$ cat config.mk
export PLATFORM = sky130hd
export DESIGN_NAME = fifo_param
export DESIGN_NICKNAME = d
export VERILOG_FILES = /design/src/rtl/fifo_param.sv
export SDC_FILE = /design/constraint.sdc
export NUM_CORES = 1
export LEC_CHECK = 0
export CAP_MARGIN = 20
export CELL_PAD_IN_SITES_DETAIL_PLACEMENT = 0
export CELL_PAD_IN_SITES_GLOBAL_PLACEMENT = 1
export CORE_ASPECT_RATIO = 0.9
export CORE_MARGIN = 1.5
export CORE_UTILIZATION = 44
export CTS_BUF_LIST = sky130_fd_sc_hd__clkbuf_16
export DETAILED_ROUTE_END_ITERATION = 12
export PLACE_DENSITY = 0.71
export SLEW_MARGIN = 0
export SYNTH_ARGS = -nofsm -noshare
export SYNTH_HDL_FRONTEND = slang
export SYNTH_SLANG_ARGS = --single-unit
$ cat constraint.sdc
create_clock -name clk -period 1.95 [get_ports clk]
set_input_delay 0.585 -clock clk [delete_from_list [all_inputs] [get_ports clk]]
set_output_delay 0.585 -clock clk [all_outputs]
set_load 0.03 [all_outputs]
$ cat src/rtl/fifo_param.sv
// fifo_param: single-clock synchronous FIFO with occupancy count, threshold
// flags and synchronous flush.
//
// Optional feature: define FIFO_PARAM_ERRFLAG_EN to add the sticky error
// flags (overflow, underflow) and their clear input (clr_err).
//
// Parameters
//   WIDTH     data width in bits (>=1)
//   DEPTH     number of entries, power of two, >=2
//   AF_LEVEL  almost_full asserts when count >= AF_LEVEL (1..DEPTH)
//   AE_LEVEL  almost_empty asserts when count <= AE_LEVEL (0..DEPTH-1)
//
// Ports
//   clk           clock, all state updates on rising edge
//   rst           asynchronous active-low reset
//   in / we       write data / write request
//   out / re      registered read data (1-cycle latency) / read request
//   flush         synchronous discard of all contents, priority over we/re
//   count         current occupancy, 0..DEPTH
//   full, empty, almost_full, almost_empty   registered status flags
//   overflow, underflow, clr_err             sticky error flags (macro only)

module fifo_param #(
    parameter int unsigned WIDTH    = 8,
    parameter int unsigned DEPTH    = 8,
    parameter int unsigned AF_LEVEL = 6,
    parameter int unsigned AE_LEVEL = 2
) (
    input  logic                     clk,
    input  logic                     rst,
    input  logic [WIDTH-1:0]         in,
    input  logic                     we,
    output logic                     full,
    output logic [WIDTH-1:0]         out,
    input  logic                     re,
    output logic                     empty,
    input  logic                     flush,
    output logic [$clog2(DEPTH):0]   count,
    output logic                     almost_full,
    output logic                     almost_empty
`ifdef FIFO_PARAM_ERRFLAG_EN
    ,
    input  logic                     clr_err,
    output logic                     overflow,
    output logic                     underflow
`endif
);

    localparam int unsigned PW = $clog2(DEPTH);
    localparam int unsigned CW = PW + 1;

    logic [WIDTH-1:0] mem [DEPTH];
    logic [PW-1:0]    wr_ptr, rd_ptr;
    logic [PW-1:0]    wr_ptr_nxt_c, rd_ptr_nxt_c;
    logic [CW-1:0]    count_nxt_c;
    logic             wr_en_c, rd_en_c;

    // A full FIFO still accepts a write when a read frees a slot on the same edge.
    assign wr_en_c = we & (~full | re);
    assign rd_en_c = re & ~empty;

    // Next pointer / occupancy; flush overrides any read or write.
    always_comb begin
        wr_ptr_nxt_c = wr_ptr;
        rd_ptr_nxt_c = rd_ptr;
        count_nxt_c  = count;
        if (flush) begin
            wr_ptr_nxt_c = '0;
            rd_ptr_nxt_c = '0;
            count_nxt_c  = '0;
        end else begin
            if (wr_en_c) wr_ptr_nxt_c = wr_ptr + PW'(1);
            if (rd_en_c) rd_ptr_nxt_c = rd_ptr + PW'(1);
            if (wr_en_c && !rd_en_c)
                count_nxt_c = count + CW'(1);
            else if (!wr_en_c && rd_en_c)
                count_nxt_c = count - CW'(1);
        end
    end

    // Pointers, count and flags; flags are registered from the next count so
    // they always match the count register.
    always_ff @(posedge clk or negedge rst) begin
        if (!rst) begin
            wr_ptr       <= '0;
            rd_ptr       <= '0;
            count        <= '0;
            full         <= 1'b0;
            empty        <= 1'b1;
            almost_full  <= 1'b0;
            almost_empty <= 1'b1;
        end else begin
            wr_ptr       <= wr_ptr_nxt_c;
            rd_ptr       <= rd_ptr_nxt_c;
            count        <= count_nxt_c;
            full         <= (count_nxt_c == CW'(DEPTH));
            empty        <= (count_nxt_c == '0);
            almost_full  <= (count_nxt_c >= CW'(AF_LEVEL));
            almost_empty <= (count_nxt_c <= CW'(AE_LEVEL));
        end
    end

    // Storage array, intentionally not reset.
    always_ff @(posedge clk) begin
        if (wr_en_c && !flush)
            mem[wr_ptr] <= in;
    end

    // Registered read data, holds when no read is accepted.
    always_ff @(posedge clk or negedge rst) begin
        if (!rst)
            out <= '0;
        else if (rd_en_c && !flush)
            out <= mem[rd_ptr];
    end

`ifdef FIFO_PARAM_ERRFLAG_EN
    logic ovf_set_c, unf_set_c;

    // A flushed cycle performs no transfer, so it raises no error.
    assign ovf_set_c = ~flush & we & full & ~re;
    assign unf_set_c = ~flush & re & empty;

    // Sticky error flags; a new event wins over a simultaneous clear.
    always_ff @(posedge clk or negedge rst) begin
        if (!rst) begin
            overflow  <= 1'b0;
            underflow <= 1'b0;
        end else begin
            overflow  <= (overflow  & ~clr_err) | ovf_set_c;
            underflow <= (underflow & ~clr_err) | unf_set_c;
        end
    end
`endif

endmodule

==> results of run 1 <==
flip-flops by register name, summed over array words and instances, names as in the netlist:
register / flops
almost_empty: 1
full: 1
mem: 64
count: 4
wr_ptr: 3
empty: 1
almost_full: 1
rd_ptr: 3
out: 8
where the power goes:
| group | switching, uW | leakage, uW | internal (uW) |
|---|---|---|---|
| clock network | 704 | 0.000134 | 876 |
| logic | 517 | 0.000673 | 398 |
| registers | 75.7 | 0.000850 | 2110 |
| total | 1300 | 0.00166 | 3380 |
per-stage QoR:
stage	total power [uW]	setup slack (ns)	setup TNS, ns
after detailed placement	3184	-0.3523	-20.63
after CTS	4725	0.004486	0
final	4678	0.09629	0
after floorplan	2806	-0.03476	-0.9777
after global routing	4895	0.02555	0
after global placement	3175	-0.3547	-20.37
per-layer routing:
layer  vias up  wire length (um)  track usage
met1       964              3095       0.2326
met5         -                 0            0
li1        906                 -            -
met4         0                62      0.05455
met3         6               246      0.04818
met2        43              3008       0.2508
what timing repair did:
item / CTS / global route
resized for setup: 13 / 21
pin swaps: 0 / 5
setup endpoints to repair: 16 / 52
worst paths after layout:
path                            slack, ns           to  cells after the start  startpoint
worst max-delay path                  0.1        empty                      1       empty
worst min-delay path                 0.53       out[7]                      2      out[7]
max in group asynchronous            1.07        empty                      2         rst
min in group asynchronous            0.60       out[3]                      2         rst
worst max register to register       0.15  almost_full                      6    count[1]
worst min register to register       0.53       out[7]                      2      out[7]
kinds of logic (layout without fill, tap and decap cells):
family,Yosys count,count (layout),share of synthesized area
mux,26,26,0.1291
fa+ha+maj,4,4,0.01404
flops,86,86,0.6940
simple gates,51,51,0.08281
compound gates,19,19,0.03824
xor+xnor,7,7,0.01719
buf+inv,15,77,0.02456
layout make-up:
class / count / area [sq um]
clock buffers: 9 / 225.2
clock inverters: 7 / 55.05
fillers: 579 / 3217
inverters: 5 / 18.77
multi-input cells: 107 / 1062
flip-flops and latches: 86 / 2475
well taps: 96 / 120.1
repair buffers: 56 / 521.8
cells in the final DEF, fill, tap and decap left out, types with 2 or more instances in the layout:
cell,count
clkbuf_16,9
buf_4,23
a21oi_1,11
clkdlybuf4s50_1,10
nor3_4,2
mux2i_1,10
mux4_2,16
clkinv_4,2
xnor2_1,5
ha_1,4
xor2_1,2
nor2_4,3
dfrtp_1,20
nand2b_1,2
edfxtp_1,64
inv_6,3
dlygate4sd2_1,11
a21o_1,2
dlymetal6s2s_1,7
buf_6,4
nor3_2,3
dfstp_2,2
inv_1,5
a211oi_2,3
nand2_1,5
nor2_1,20
==> impl_results.html, run 1 <==
<table>
<tr><th>Metric</th><th>Value</th></tr>
<tr><th colspan="2">GRT</th></tr>
<tr><td>Largest net degree at the start of global routing</td><td>23</td></tr>
<tr><td>Number of antenna violations at the first check in global routing</td><td>0</td></tr>
<tr><td>First-pass GRT wire length</td><td>10,380 um</td></tr>
<tr><td>Via count of the first global-routing pass</td><td>1,889</td></tr>
<tr><td>GRT Total Usage</td><td>0.1651</td></tr>
<tr><td>Total congestion overflow</td><td>0</td></tr>
<tr><th colspan="2">Synth</th></tr>
<tr><td>Primary flip-flop cell chosen by synthesis mapping</td><td>edfxtp_1</td></tr>
<tr><td>Cell type with the highest aggregate area in the netlist</td><td>edfxtp_1</td></tr>
<tr><td>Number of flops mapped to enable cells by yosys</td><td>64</td></tr>
<tr><td>Most frequent cell after synthesis</td><td>edfxtp_1</td></tr>
<tr><td>Top cell type's share of synthesized area</td><td>0.5389</td></tr>
<tr><td>Cell area after synthesis</td><td>0.003566 sq mm</td></tr>
<tr><td>Total of warnings raised by yosys</td><td>0</td></tr>
<tr><td>Synthesized net count</td><td>225</td></tr>
<tr><td>Cell count after synthesis</td><td>208</td></tr>
<tr><td>Count of state elements after synthesis</td><td>86</td></tr>
<tr><td>Top cell types by occurrence after synthesis</td><td>64 x edfxtp_1, 24 x nor2_1, 20 x dfrtp_1</td></tr>
<tr><td>Seq/Total Area, Yosys</td><td>0.6940</td></tr>
<tr><td>Cells taking the most area after synthesis</td><td>edfxtp_1 54%, dfrtp_1 14%, mux4_2 10%</td></tr>
<tr><td>Average instance area after synthesis</td><td>17.14 sq um</td></tr>
<tr><td>Number of distinct standard cells referenced by the synthesized netlist</td><td>39</td></tr>
<tr><td>Fraction of synthesis flops using an asynchronous set or reset pin</td><td>0.2558</td></tr>
<tr><th colspan="2">Drt</th></tr>
<tr><td>Vias per Instance</td><td>5.243</td></tr>
<tr><td>Vias</td><td>1,919</td></tr>
<tr><td>Detailed-route wire length per cell</td><td>17.52 um</td></tr>
<tr><td>DRC errors left</td><td>0</td></tr>
<tr><td>Post-Route WL</td><td>6413 um</td></tr>
<tr><td>Number of iterations in the first detailed-routing pass</td><td>4</td></tr>
<tr><td>Number of design-rule violations left by the first detailed-router iteration</td><td>125</td></tr>
<tr><td>ANT nets after route</td><td>0</td></tr>
<tr><th colspan="2">Pwr</th></tr>
<tr><td>Peak supply drop</td><td>0.6015 mV</td></tr>
<tr><td>Power per cell area</td><td>1045 mW/mm^2</td></tr>
<tr><td>Leakage power</td><td>0.001657 uW</td></tr>
<tr><th colspan="2">Timing</th></tr>
<tr><td>Setup violators final</td><td>0</td></tr>
<tr><td>Achievable clock frequency</td><td>539.5 MHz</td></tr>
<tr><td>Final count of pins violating max slew</td><td>0</td></tr>
<tr><td>Max transition margin</td><td>0.6147</td></tr>
<tr><td>Minimum clock period</td><td>1.854 ns</td></tr>
<tr><td>Slew @ Worst Pin</td><td>0.5780 ns</td></tr>
<tr><td>Hold slack final</td><td>0.5286 ns</td></tr>
<tr><td>Setup Skew</td><td>0.008503 ns</td></tr>
<tr><td>Total count of hold-check failures in the final report</td><td>0</td></tr>
<tr><td>Final worst path period share</td><td>0.9506</td></tr>
<tr><td>Setup repair after global routing missed its margin</td><td>no</td></tr>
<tr><th colspan="2">Worst setup path</th></tr>
<tr><td>Ordered list of cells on the worst path</td><td>dlygate4sd2_1</td></tr>
<tr><td>WS Path Type</td><td>flop to output port</td></tr>
<tr><td>Worst path buffer plus inverter count</td><td>1</td></tr>
<tr><td>Maximum net fanout on the critical path</td><td>2</td></tr>
<tr><td>Data arrival time of the worst path</td><td>1.27 ns</td></tr>
<tr><td>Critical Path End Type</td><td>output port</td></tr>
<tr><td>Slowest Stage Delay on Critical Path</td><td>0.53 ns</td></tr>
<tr><td>Startpoint Class</td><td>flop</td></tr>
<tr><td>Slowest-stage cell, CP</td><td>dfstp_2</td></tr>
<tr><td>CP top delay family</td><td>flip-flops</td></tr>
<tr><td>Worst Path Required</td><td>1.36 ns</td></tr>
<tr><th colspan="2">Floorplanning</th></tr>
<tr><td>Die H</td><td>88.41 um</td></tr>
<tr><td>Floorplan Core Area</td><td>0.007695 sq mm</td></tr>
<tr><td>Die area</td><td>0.008654 sq mm</td></tr>
<tr><td>Number of rows in the core area</td><td>30</td></tr>
<tr><td>Starting density of the core</td><td>0.4634</td></tr>
<tr><td>Floorplan die width</td><td>97.90 um</td></tr>
<tr><td>Boundary Pins</td><td>29</td></tr>
<tr><th colspan="2">Placement</th></tr>
<tr><td>Placer's final routability congestion estimate</td><td>0.7718</td></tr>
<tr><td>Placed instance count</td><td>350</td></tr>
<tr><td>Post-detailed-placement half-perimeter wirelength</td><td>4383 um</td></tr>
<tr><td>PortBufs</td><td>28</td></tr>
<tr><td>Area post-placement</td><td>0.004130 sq mm</td></tr>
<tr><th colspan="2">Clock network</th></tr>
<tr><td>CTS Hold Buffers Added</td><td>0</td></tr>
<tr><td>Maximum number of buffers from clock root to sink</td><td>2</td></tr>
<tr><td>CTS tree</td><td>yes</td></tr>
<tr><td>Post-CTS Setup Inserts</td><td>0</td></tr>
<tr><td>Sink count of the clock tree</td><td>86</td></tr>
<tr><td>Insertion delay to the later sink of the worst-skew pair</td><td>0.33 ns</td></tr>
<tr><td>Cts bufs inserted</td><td>9</td></tr>
<tr><td>H-tree levels</td><td>3</td></tr>
<tr><td>Root Buffer Master</td><td>clkbuf_16</td></tr>
<tr><td>Clk slew on worst S/H paths</td><td>0.07 ns</td></tr>
<tr><th colspan="2">Finish</th></tr>
<tr><td>Share of final-layout standard cells stronger than drive strength 1</td><td>0.3000</td></tr>
<tr><td>Antenna Diode Count</td><td>0</td></tr>
<tr><td>Area added between synthesis and finish</td><td>25.58%</td></tr>
<tr><td>Layout Cell Area excl Fill</td><td>0.004478 sq mm</td></tr>
<tr><td>Post-layout util</td><td>0.5820</td></tr>
<tr><td>Fin nets</td><td>282</td></tr>
<tr><td>Number of standard cells in the layout, taps in and fillers out</td><td>366</td></tr>
<tr><th colspan="2">Outcome</th></tr>
<tr><td>Result of the run</td><td>completed</td></tr>
<tr><th colspan="2">Run</th></tr>
<tr><td>Number of max-cap violations</td><td>0</td></tr>
<tr><th colspan="2">Hold path</th></tr>
<tr><td>Hold Path Class</td><td>flop to flop</td></tr>
</table>
(Power assumes the default switching activity.)
==> inputs of run 2 (changes only) <==
--- a/config.mk
+++ b/config.mk
@@ -18,3 +18,4 @@
 export SYNTH_ARGS = -nofsm -noshare
 export SYNTH_HDL_FRONTEND = slang
 export SYNTH_SLANG_ARGS = --single-unit
+export TNS_END_PERCENT = 30
==> run 2 against run 1 <==
Compared with the run above: sequential share of layout area about the same; first-iteration DRC count down 3.2%; die area unchanged; count of clock-buffer cells in the layout unchanged; routed wire length down 0.12%; largest power group unchanged; critical path depth up 4; cell area about the same; global-route usage down 0.053 points; critical endpoint is now mem[2][1]; setup slack worse by 0.023 ns; largest cell class unchanged; maximum frequency down 1.2%; hold slack about the same; power about the same.
==> impl_results.html, run 2 (same netlist as run 1, synthesis figures left out) <==
<table>
<tr><th>Metric</th><th>Value</th></tr>
<tr><th colspan="2">GRT</th></tr>
<tr><td>Total congestion overflow</td><td>0 (unchanged)</td></tr>
<tr><td>Largest net degree at the start of global routing</td><td>23 (unchanged)</td></tr>
<tr><td>GR Layer Usage met3</td><td>0.04818 (unchanged)</td></tr>
<tr><td>First-pass GRT wire length</td><td>10,340 um (-0.39%)</td></tr>
<tr><td>Global-route met1 utilization</td><td>0.2315 (-0.001064)</td></tr>
<tr><td>Number of antenna violations at the first check in global routing</td><td>0 (unchanged)</td></tr>
<tr><td>Via count of the first global-routing pass</td><td>1,883 (-0.32%)</td></tr>
<tr><td>GRT Total Usage</td><td>0.1646 (-0.0005271)</td></tr>
<tr><td>Grt peak-use layer</td><td>met2</td></tr>
<tr><td>Met2 usage</td><td>0.2502 (-0.0006270)</td></tr>
<tr><th colspan="2">Timing</th></tr>
<tr><td>Total count of hold-check failures in the final report</td><td>0 (unchanged)</td></tr>
<tr><td>Max transition margin</td><td>0.6133 (-0.001321)</td></tr>
<tr><td>Hold slack final</td><td>0.5288 ns (+0.0001720 ns)</td></tr>
<tr><td>Setup Skew</td><td>0.009139 ns (+0.0006356 ns)</td></tr>
<tr><td>Final count of pins violating max slew</td><td>0 (unchanged)</td></tr>
<tr><td>Slew @ Worst Pin</td><td>0.5800 ns (+0.001982 ns)</td></tr>
<tr><td>Achievable clock frequency</td><td>532.8 MHz (-1.2%)</td></tr>
<tr><td>Setup repair after global routing missed its margin</td><td>yes</td></tr>
<tr><td>Minimum clock period</td><td>1.877 ns (+0.02314 ns)</td></tr>
<tr><td>Final worst path period share</td><td>0.9625 (+0.01187)</td></tr>
<tr><td>Setup violators final</td><td>0 (unchanged)</td></tr>
<tr><th colspan="2">Clock network</th></tr>
<tr><td>CTS tree</td><td>yes</td></tr>
<tr><td>Cts bufs inserted</td><td>9 (unchanged)</td></tr>
<tr><td>Root Buffer Master</td><td>clkbuf_16</td></tr>
<tr><td>Sink count of the clock tree</td><td>86 (unchanged)</td></tr>
<tr><td>H-tree levels</td><td>3 (unchanged)</td></tr>
<tr><td>Insertion delay to the later sink of the worst-skew pair</td><td>0.33 ns (about the same)</td></tr>
<tr><td>Clk slew on worst S/H paths</td><td>0.07 ns (about the same)</td></tr>
<tr><td>Maximum number of buffers from clock root to sink</td><td>2 (unchanged)</td></tr>
<tr><td>Post-CTS Setup Inserts</td><td>0 (unchanged)</td></tr>
<tr><th colspan="2">Placement</th></tr>
<tr><td>Area post-placement</td><td>0.004130 sq mm (unchanged)</td></tr>
<tr><td>PortBufs</td><td>28 (unchanged)</td></tr>
<tr><td>Post-detailed-placement half-perimeter wirelength</td><td>4383 um (unchanged)</td></tr>
<tr><td>Placer's final routability congestion estimate</td><td>0.7718 (unchanged)</td></tr>
<tr><th colspan="2">Worst setup path</th></tr>
<tr><td>Endpoint of the lowest-slack register-to-register path</td><td>almost_full</td></tr>
<tr><td>Startpoint Class</td><td>input port</td></tr>
<tr><td>Worst Path Required</td><td>1.99 ns (+0.63 ns)</td></tr>
<tr><td>Critical Path End Type</td><td>flop</td></tr>
<tr><td>Maximum net fanout on the critical path</td><td>5 (+3)</td></tr>
<tr><td>Crit Reg-Reg Startpoint</td><td>count[1]</td></tr>
<tr><td>Worst reg2reg setup slack</td><td>0.15 ns (about the same)</td></tr>
<tr><td>FF-to-FF path depth</td><td>6 (unchanged)</td></tr>
<tr><td>WS Path Type</td><td>input port to flop</td></tr>
<tr><td>Data arrival time of the worst path</td><td>1.92 ns (+0.65 ns)</td></tr>
<tr><th colspan="2">Finish</th></tr>
<tr><td>Layout Cell Area excl Fill</td><td>0.004476 sq mm (about the same)</td></tr>
<tr><td>Most common library cell in the layout ignoring fill and taps</td><td>edfxtp_1</td></tr>
<tr><td>Top flop regs</td><td>mem x64, out x8, count x4</td></tr>
<tr><td>Area added between synthesis and finish</td><td>25.51% (about the same)</td></tr>
<tr><td>Post-layout util</td><td>0.5816 (about the same)</td></tr>
<tr><td>Share of final-layout standard cells stronger than drive strength 1</td><td>0.3000 (unchanged)</td></tr>
<tr><td>Flip-flop count of the largest register after layout</td><td>64 (unchanged)</td></tr>
<tr><td>Antenna Diode Count</td><td>0 (unchanged)</td></tr>
<tr><td>Fin nets</td><td>282 (unchanged)</td></tr>
<tr><td>Register ranked first by flip-flop count</td><td>mem</td></tr>
<tr><td>Most frequent cells in the layout</td><td>64 x edfxtp_1, 23 x buf_4, 20 x nor2_1, 20 x dfrtp_1, 16 x mux4_2</td></tr>
<tr><th colspan="2">Hold path</th></tr>
<tr><td>Endpoint of the worst hold path</td><td>out[7]</td></tr>
<tr><td>Cells on Worst Hold Path</td><td>2 (unchanged)</td></tr>
<tr><td>Min-Delay Startpoint</td><td>out[7]</td></tr>
<tr><td>Hold Path Class</td><td>flop to flop</td></tr>
<tr><th colspan="2">Pwr</th></tr>
<tr><td>Net switching power figure</td><td>1300 uW (+0.27%)</td></tr>
<tr><td>Register share of total power</td><td>0.467 (about the same)</td></tr>
<tr><td>Leakage power</td><td>0.001647 uW (-0.58%)</td></tr>
<tr><td>Power share of the combinational group</td><td>0.195 (about the same)</td></tr>
<tr><td>Clock Power Share</td><td>0.338 (about the same)</td></tr>
<tr><td>Internal power of the cells</td><td>3382 uW (about the same)</td></tr>
<tr><td>Switching part of the total</td><td>0.2777 (+0.0005308)</td></tr>
<tr><td>Power per cell area</td><td>1046 mW/mm^2 (+0.13%)</td></tr>
<tr><td>Peak supply drop</td><td>0.6014 mV (about the same)</td></tr>
<tr><td>Design Power</td><td>4682 uW (about the same)</td></tr>
<tr><th colspan="2">Drt</th></tr>
<tr><td>Vias</td><td>1,909 (-0.52%)</td></tr>
<tr><td>ANT nets after route</td><td>0 (unchanged)</td></tr>
<tr><td>Vias per Instance</td><td>5.216 (-0.52%)</td></tr>
<tr><td>Number of iterations in the first detailed-routing pass</td><td>4 (unchanged)</td></tr>
<tr><td>Detailed-route wire length per cell</td><td>17.50 um (-0.12%)</td></tr>
<tr><td>Number of design-rule violations left by the first detailed-router iteration</td><td>121 (-3.2%)</td></tr>
<tr><td>Post-Route WL</td><td>6405 um (-0.12%)</td></tr>
<tr><td>DRC errors left</td><td>0 (unchanged)</td></tr>
<tr><th colspan="2">Floorplanning</th></tr>
<tr><td>Floorplan die width</td><td>97.90 um (unchanged)</td></tr>
<tr><td>Starting density of the core</td><td>0.4634 (unchanged)</td></tr>
<tr><td>Die area</td><td>0.008654 sq mm (unchanged)</td></tr>
<tr><td>Boundary Pins</td><td>29 (unchanged)</td></tr>
<tr><td>Die H</td><td>88.41 um (unchanged)</td></tr>
<tr><td>Number of rows in the core area</td><td>30 (unchanged)</td></tr>
<tr><td>Floorplan Core Area</td><td>0.007695 sq mm (unchanged)</td></tr>
<tr><th colspan="2">Run</th></tr>
<tr><td>Number of max-cap violations</td><td>0 (unchanged)</td></tr>
<tr><th colspan="2">Outcome</th></tr>
<tr><td>Result of the run</td><td>completed</td></tr>
</table>
==> run 2: how the worst max path moves through the flow <==
stage	startpoint	endpoint	slack (ns)
final	re	mem[2][1]	0.07
after global routing	re	almost_full	-0.03
after CTS	we	mem[5][1]	-0.008
after detailed placement	re	mem[7][4]	-0.35
after global placement	re	mem[7][4]	-0.35
after floorplan	re	mem[4][0]	-0.03
==> run 2: stage by stage <==
step	TNS, ns	instances	setup WS [ns]
after floorplan	-0.9777	208	-0.03476
after CTS	-0.03013	366	-0.008480
after global routing	-0.02952	366	-0.02952
after detailed placement	-20.63	350	-0.3523
final	0	366	0.07316
after global placement	-20.37	350	-0.3547
==> run 2: power groups by stage <==
stage | clock network (uW) | registers, uW | logic [uW]
3_5_place_dp | 0 | 2230 | 958
6_report | 1580 | 2180 | 914
5_1_grt | 1710 | 2200 | 988
3_3_place_gp | 0 | 2220 | 954
4_1_cts | 1620 | 2190 | 917
2_1_floorplan | 0 | 2430 | 380
==> run 2: area by class of cell <==
type,instances,area (sq um)
clock buffers,9,225.2
well taps,96,120.1
inverters,5,18.77
clock inverters,7,55.05
repair buffers,56,519.2
multi-input cells,107,1062
fillers,581,3219
flip-flops and latches,86,2475
==> run 2: per-layer routing <==
metal  part of all wire  vias up
met5                  0        -
met4             0.0094        0
met3              0.047        6
met2               0.47       42
met1               0.47      955
li1                   -      906
==> run 2: what timing repair did <==
item                                    CTS  global route
cloned                                    0             0
pin swaps                                 0             5
hold buffers                              0             0
endpoints found under the setup margin   16            52
gates resized for setup                  12            21
==> run 2: worst max-delay path, cell delays in order <==
cell and delay (ns):
clkdlybuf4s50_1 0.50, o21ai_2 0.09, or3_1 0.39, nor2_1 0.17
buf_4 0.18
==> inputs of run 3 (changes only) <==
--- a/config.mk
+++ b/config.mk
@@ -12,6 +12,7 @@
 export CORE_MARGIN = 1.5
 export CORE_UTILIZATION = 44
 export CTS_BUF_LIST = sky130_fd_sc_hd__clkbuf_16
+export CTS_CLUSTER_DIAMETER = 200
 export DETAILED_ROUTE_END_ITERATION = 12
 export PLACE_DENSITY = 0.71
 export SLEW_MARGIN = 0
==> results of run 3 <==
The final DEF is identical to that of run 2; final timing and power are the same.
